File: src/rtl/boton_reader_if.sv
// Read-side bus for boton_reader: read strobe, snapshot, valid pulse and level interrupt.
// Carries no clock. Timing is set by the module that drives the slave side.
// There is no backpressure: a read strobe is accepted on every cycle it is asserted.
interface boton_reader_if;
  logic       rd_en;
  logic [7:0] rd_data;
  logic       rd_valid;
  logic       irq;

  modport master (output rd_en, input rd_data, input rd_valid, input irq);
  modport slave  (input rd_en, output rd_data, output rd_valid, output irq);
endinterface

File: src/rtl/boton_reader.sv
// Two-button reader: sync + debounce + sticky clear-on-read press flags, release flags under BOTON_RELEASE_EVT_EN.
// Latency: stable pad -> level/press at +DEBOUNCE_CYCLES+2 edges; snapshot one cycle after rd_en; irq one cycle after flag.
// No backpressure: every rd_en cycle is a read; an event that coincides with a read wins over the clear.
module boton_reader #(
  parameter int DEBOUNCE_CYCLES = 50000,
  parameter int CNT_W           = 16
) (
  input  logic          clk,
  input  logic          rst,
  input  logic          b1,
  input  logic          b2,
  boton_reader_if.slave bus
);

  typedef enum logic [1:0] {REL, WAIT_P, PRS, WAIT_R} state_t;

  localparam logic [CNT_W-1:0] CNT_LAST = CNT_W'(DEBOUNCE_CYCLES - 1);

  logic [1:0]       pad;
  logic [1:0]       s1;
  logic [1:0]       s2;
  state_t           state_q [2];
  state_t           state_d [2];
  logic [CNT_W-1:0] cnt_q   [2];
  logic [CNT_W-1:0] cnt_d   [2];
  logic [1:0]       level;
  logic [1:0]       press_pls;
  logic [1:0]       press_evt_q;
  logic [1:0]       press_evt_d;
  logic [1:0]       ovf_q;
  logic [1:0]       ovf_d;
  logic [1:0]       rel_evt_q;
  logic [1:0]       rd_mask;

  assign pad     = {b2, b1};
  assign rd_mask = {2{bus.rd_en}};

  always_ff @(posedge clk) begin
    if (rst) begin
      s1 <= 2'b00;
      s2 <= 2'b00;
      for (int i = 0; i < 2; i++) begin
        state_q[i] <= REL;
        cnt_q[i]   <= '0;
      end
    end else begin
      s1 <= pad;
      s2 <= s1;
      for (int i = 0; i < 2; i++) begin
        state_q[i] <= state_d[i];
        cnt_q[i]   <= cnt_d[i];
      end
    end
  end

`ifdef BOTON_RELEASE_EVT_EN
  logic [1:0] rel_pls;
`endif

  // Any sample that disagrees with the pending level sends the channel back to its settled state.
  always_comb begin
    for (int i = 0; i < 2; i++) begin
      state_d[i]   = state_q[i];
      cnt_d[i]     = cnt_q[i];
      press_pls[i] = 1'b0;
`ifdef BOTON_RELEASE_EVT_EN
      rel_pls[i]   = 1'b0;
`endif
      case (state_q[i])
        REL: begin
          if (s2[i]) begin
            state_d[i] = WAIT_P;
            cnt_d[i]   = '0;
          end
        end
        WAIT_P: begin
          if (!s2[i]) begin
            state_d[i] = REL;
          end else if (cnt_q[i] == CNT_LAST) begin
            state_d[i]   = PRS;
            press_pls[i] = 1'b1;
          end else begin
            cnt_d[i] = cnt_q[i] + CNT_W'(1);
          end
        end
        PRS: begin
          if (!s2[i]) begin
            state_d[i] = WAIT_R;
            cnt_d[i]   = '0;
          end
        end
        WAIT_R: begin
          if (s2[i]) begin
            state_d[i] = PRS;
          end else if (cnt_q[i] == CNT_LAST) begin
            state_d[i] = REL;
`ifdef BOTON_RELEASE_EVT_EN
            rel_pls[i] = 1'b1;
`endif
          end else begin
            cnt_d[i] = cnt_q[i] + CNT_W'(1);
          end
        end
        default: begin
          state_d[i] = REL;
          cnt_d[i]   = '0;
        end
      endcase
    end
  end

  always_comb begin
    for (int i = 0; i < 2; i++) begin
      level[i] = (state_q[i] == PRS) || (state_q[i] == WAIT_R);
    end
  end

  // A read reports the old flag, so a coinciding second press is not an overflow.
  assign press_evt_d = (press_evt_q & ~rd_mask) | press_pls;
  assign ovf_d       = (ovf_q | (press_pls & press_evt_q)) & ~rd_mask;

`ifdef BOTON_RELEASE_EVT_EN
  always_ff @(posedge clk) begin
    if (rst) begin
      rel_evt_q <= 2'b00;
    end else begin
      rel_evt_q <= (rel_evt_q & ~rd_mask) | rel_pls;
    end
  end
`else
  assign rel_evt_q = 2'b00;
`endif

  always_ff @(posedge clk) begin
    if (rst) begin
      press_evt_q  <= 2'b00;
      ovf_q        <= 2'b00;
      bus.rd_data  <= 8'h00;
      bus.rd_valid <= 1'b0;
      bus.irq      <= 1'b0;
    end else begin
      press_evt_q  <= press_evt_d;
      ovf_q        <= ovf_d;
      bus.rd_valid <= bus.rd_en;
      bus.irq      <= |{press_evt_q, rel_evt_q};
      if (bus.rd_en) begin
        bus.rd_data <= {rel_evt_q, ovf_q, press_evt_q, level};
      end
    end
  end

endmodule

File: src/flat_wrapper.sv
// flat-port wrapper written by rule: the top's interface ports become plain ports
module boton_reader_flat 
#(
  parameter int DEBOUNCE_CYCLES = 50000,
  parameter int CNT_W           = 16
)
  (clk, rst, b1, b2, bus_rd_en, bus_rd_data, bus_rd_valid, bus_irq);
  boton_reader_if bus_i ();
  input  logic clk;
  input  logic rst;
  input  logic b1;
  input  logic b2;
  input wire logic [$bits(bus_i.rd_en)-1:0] bus_rd_en;
  output wire logic [$bits(bus_i.rd_data)-1:0] bus_rd_data;
  output wire logic [$bits(bus_i.rd_valid)-1:0] bus_rd_valid;
  output wire logic [$bits(bus_i.irq)-1:0] bus_irq;
  assign bus_i.rd_en = bus_rd_en;
  assign bus_rd_data = bus_i.rd_data;
  assign bus_rd_valid = bus_i.rd_valid;
  assign bus_irq = bus_i.irq;
  boton_reader #(.DEBOUNCE_CYCLES(DEBOUNCE_CYCLES), .CNT_W(CNT_W)) u_core (.clk(clk), .rst(rst), .b1(b1), .b2(b2), .bus(bus_i));
endmodule
File: config.mk
export PLATFORM = sky130hd
export DESIGN_NAME = boton_reader_flat
export DESIGN_NICKNAME = d
export VERILOG_FILES = /design/src/rtl/boton_reader_if.sv /design/src/rtl/boton_reader.sv /design/src/flat_wrapper.sv
export SDC_FILE = /design/constraint.sdc
export NUM_CORES = 1
export LEC_CHECK = 0
export CAP_MARGIN = 5
export CORE_MARGIN = 2
export CORE_UTILIZATION = 31
export CTS_BUF_LIST = sky130_fd_sc_hd__clkbuf_8
export CTS_CLUSTER_DIAMETER = 40
export CTS_CLUSTER_SIZE = 28
export DETAILED_ROUTE_END_ITERATION = 10
export GPL_ROUTABILITY_DRIVEN = 0
export GPL_TIMING_DRIVEN = 0
export PLACE_DENSITY_LB_ADDON = 0.25
export REMOVE_ABC_BUFFERS = 1
export SETUP_SLACK_MARGIN = 0.2
export SYNTH_ARGS = -nofsm -noshare
export SYNTH_HDL_FRONTEND = slang
export SYNTH_SLANG_ARGS = --single-unit
File: constraint.sdc
create_clock -name clk -period 2.1 [get_ports clk]
set_clock_uncertainty 0.1 [all_clocks]
set_input_delay 0.525 -clock clk [delete_from_list [all_inputs] [get_ports clk]]
set_output_delay 0.525 -clock clk [all_outputs]
set_load 0.01 [all_outputs]
== Yosys cells after proc, flatten, opt, wreduce, memory -nomap -nowiden ==
Memory sizes are Yosys's and may differ from the RTL's.
Cells that the tools add are included.
W data, S select, Z words.
Cells by class
  add/subtract/negate cells: 2
  multipliers: 0
  div/mod/pow operators: 0
  $lt $le $gt $ge: 0
  equality and inequality tests: 8
  shifts and indexed selects: 0
  mux-type cells: 39
  bitwise gates (word level): 10
  reduce and logical (&&, ||, !) cells: 5
Operator list (count)
  $mux W16: 12
  $pmux W16 S4: 2
  $add A16 B1 Y16 const B: 2
  $eq A16 B16 Y1 const B: 2
  $mux W2: 14
  $pmux W2 S4: 2
  $mux W1: 9
  $eq A2 B2 Y1 const B: 4
  $and A2 B2 Y2: 3
  $eq A2 B1 Y1 const B: 2
  $logic_not A2 Y1: 2
  $or A1 B1 Y1: 4
  $or A2 B2 Y2: 2
  $logic_or A1 B1 Y1: 2
  $not A2 Y2: 1
  $reduce_or A2 Y1: 1
Word-level totals
  register bits: 16
  bits in latches: 0
  bits in writable memories: 36
  ROM bits: 0
  input bits: 5
  output and inout bits: 10
  logic and storage cells: 73
  memories: 2
Memory list
  u_core.cnt_q: words 2, bits a word 16, read ports 2, clocked after Yosys merged registers in 0, wr ports 2, line boton_reader.sv:24  | logic [CNT_W-1:0] cnt_q [2];
  u_core.state_q: words 2, bits a word 2, read ports 2, clocked after Yosys merged registers in 0, wr ports 2, line boton_reader.sv:22  | state_t state_q [2];

== Logic depth before layout (Yosys ltp) ==
An unclocked memory read counts as a cell.
  depth in word-level cells: 8
  depth in mapped cells: 7
  depth with buffers taken out: 5

== Worst setup path before layout ==
No wires, ideal clock.
  path type: flip-flop to flip-flop
  from: memory u_core.cnt_q[1][0] (netlist: u_core.cnt_q[0][16])
  to: memory u_core.cnt_q[1][3] (netlist: u_core.cnt_q[0][19])
  library setup time: 72 ps
  data arrival time: 1605 ps
  slack: 323 ps
  stages on the path, launching flop included: 7
  path buffers: 1
  cell sequence: dfxtp_1 -> ha_1 -> and4_1 -> and4_1 -> clkbuf_1 -> a211oi_1 -> mux2i_1
RTL lines (line)
  start, declared: boton_reader.sv:24

== Worst setup path in the final report ==
  from: register u_core.bus.rd_data[2]
  to: output bus_rd_data[2]
RTL lines
  start, declared: line boton_reader_if.sv:11  | modport slave (input rd_en, output rd_data, output rd_valid, output irq);
  start signal, assigned: line boton_reader.sv:147  | bus.rd_data <= {rel_evt_q, ovf_q, press_evt_q, level};
  end, declared: line flat_wrapper.sv:14  | output wire logic [$bits(bus_i.rd_data)-1:0] bus_rd_data;
No word-level cell between the ends.

==> flow_summary.ini <==
[logic_synthesis]
async_flop_share_pct = 0
synthCells = 293
synth-main-ff-cell = dfxtp_1
syn_avg_cell_area_sq_um = 8.878
yosysUniqueCellTypes = 49
seq_area_frac_synth_pct = 40.02
syn-cell-area_sq_um = 2601
yosysWarnings = 0
synth-seq-cells = 52
synth_edf_count = 0

[finish]
diodes = 0
syn2layout_area_growth_pct = 17.75
drive_above_1_share_pct = 14.33
fillers = 845
final_common_cell = dfxtp_1
nNetsFinal = 313
layout_common_cells = dfxtp_1, nand3_1, inv_1, nand4_1, nand2_1

[placed_design]
io_buffer_count = 12
hpwlAfterDp_um = 3755

[global_route]
grt_pass1_vias = 2071
grt_start_max_net_pins = 30
track_usage_pct = 13.32
grt_pass1_wl_um = 9749
antenna_found_initial = 0
overflow = 0

[setup_path]
cp_slowest_cell = clkdlybuf4s50_1
reg2reg_from = u_core.cnt_q[0][17]
cp_data_arrival_time_ns = 1.19
path_class = reg -> out
crit_chain = clkdlybuf4s50_1
critical_path.endpoint_type = output port
critPathBufInv = 1
rr_endpoint = u_core.cnt_q[0][27]
worstSetupStartpointType = register
crit_path_end = bus_rd_data[2]
crit_path_max_fanout = 2
critPathLaunch = u_core.bus.rd_data[2]
cp_slowest_stage_delay_ns = 0.55
path_depth = 1
required_ns = 1.47
critical-path-top-delay-family = buffers and inverters
rrSetupSlack_ns = 0.29
reg2regPathDepth = 6

[sta]
rsz0062_at_grt = yes
whs_ns = 0.3465
period_share_pct = 86.56
period_needed_ns = 1.818
fin_tns_setup_ns = 0
slew_viol_final = 0
setup_viol = 0
timing.fmax_mhz = 550.1
relSlewSlack_pct = 53.44
hold_viol = 0
worst_pin_slew_ns = 0.6984

[run_status]
status = completed

[floorplan]
core.rowCount = 33
dieArea_sq_um = 9140
die_w_um = 95.61
io_pins = 15
initial_core_util_pct = 31.82
core_sq_um = 8175
die_h_um = 95.61

[routing]
wl_per_cell_um = 13.58
vias = 2278
routed_wl_um = 5594
drt-pass1-iter-count = 4
drc = 0
via_per_inst = 5.529
initialDrtViolationCount = 164
ant_nets = 0

[power]
peakVddDrop_mv = 0.4133
p_leak_nw = 0.9663
finalPower_w = 0.001819
power_density_nw_per_um2 = 593.7

[clock_tree]
cts-root-buf = clkbuf_8
clock_latency_ns = 0.31
cts_max_level = 2
path_clk_slew_ns = 0.09
cts_buffers = 5
cts_tree = done
cts.sinks = 52
clockBufferDepth = 2

[flow_run]
maxCapViolCount = 0

[worst_hold_path]
hold_class = reg -> reg
-- synthesized netlist by cell type (3+ instances only) --
cell type  count  area, sq um
a211oi_1       3        22.52
a21oi_1        8        40.04
a31oi_1        8        50.05
and4_1        12        105.1
buf_6          4        45.04
clkbuf_1       8        30.03
dfxtp_1       52         1041
inv_1         18        67.56
mux2i_1       11        110.1
nand2_1       16        60.06
nand2b_1       7        43.79
nand3_1       19        95.09
nand4_1       18        112.6
nand4b_1       5        43.79
nor2_1        15        56.30
nor2b_1        8        50.05
nor3_1         7        35.03
nor3b_1        3        22.52
nor4b_1        4        35.03
o211ai_1      10        75.07
o21ai_0        7        35.03
o221ai_1       5        43.79
o22ai_1        3        18.77
or4_1          6        45.04
xnor2_1        4        35.03
xor2_1         3        26.28
-- worst min-delay path by stage --
stage	depth (start not counted)	end	slack, ns	start
finish	1	u_core.s2[0]	0.35	u_core.s1[0]
global route	1	u_core.s2[1]	0.36	u_core.s1[1]
CTS	1	u_core.s2[0]	0.35	u_core.s1[0]
detailed placement	1	u_core.s2[1]	0.33	u_core.s1[1]
global placement	1	u_core.s2[0]	0.32	u_core.s1[0]
floorplan	1	u_core.s2[0]	0.31	u_core.s1[0]
-- power breakdown --
group / switching (W) / leakage, nW / internal, W
registers: 0.00000928 / 0.426 / 0.000995
clock network: 0.000338 / 0.0614 / 0.000390
logic: 0.0000487 / 0.479 / 0.0000380
total: 0.000396 / 0.966 / 0.00142
-- cells by family (layout without fill, tap and decap cells) --
group                      count (synthesis)  after routing  share of synthesized area [%]
AOI/OAI and AO/OA                         53             53                          14.14
xor gates and xnor gates                   8              8                          2.982
adders and majority gates                  2              2                         0.9618
buffers and inverters                     34             47                          6.445
DFF                                       52             52                          40.02
muxes                                     11             11                          4.233
other                                      1              2                         0.1442
and+or+nand+nor                          132            132                          31.07
-- layout make-up --
cell class                      count  area [sq um]  area share (%)
Multi-Input combinational cell    208          1488           48.57
Sequential cell                    52          1060           34.60
Timing Repair Buffer               21         195.2           6.373
Tap cell                          105         131.4           4.289
Clock buffer                        6         82.58           2.696
Inverter                           18         67.56           2.206
Clock inverter                      2         38.79           1.266
-- timing repair --
| item | 4_1_cts | 5_1_grt |
|---|---|---|
| resized for setup | 13 | 24 |
| hold buffers | 0 | 0 |
| setup buffers | 7 | 2 |
| setup endpoints to repair | 29 | 33 |
| pin swaps | 3 | 2 |
-- metal layers --
metal / part of all wire (%) / GRT usage (%) / wire, um
met5: 0 / 0 / 0
met4: 2.0 / 5.952 / 113
met3: 4.3 / 2.292 / 243
met2: 44 / 19.93 / 2471
met1: 49 / 18.66 / 2766
-- state kept, by name (all words and copies together) (netlist names), named ones only --
name	cells
u_core.cnt_q	32
u_core.state_q	2
u_core.s1	2
u_core.bus.rd_data	6
u_core.ovf_q	2
u_core.s2	2
u_core.press_evt_q	2
u_core.bus.irq	1
u_core.bus.rd_valid	1
-- metrics by stage --
step,area (sq um),std cells,utilization [%],setup slack [ns]
final,3063,412,37.47,0.2822
after global routing,3063,412,37.47,0.1854
after CTS,2967,410,36.29,0.1959
after detailed placement,2756,395,33.72,-1.352
after global placement,2756,395,33.72,-1.300
after floorplan,2505,278,-,0.1093
Note: power is estimated with default switching activity, not from simulation.
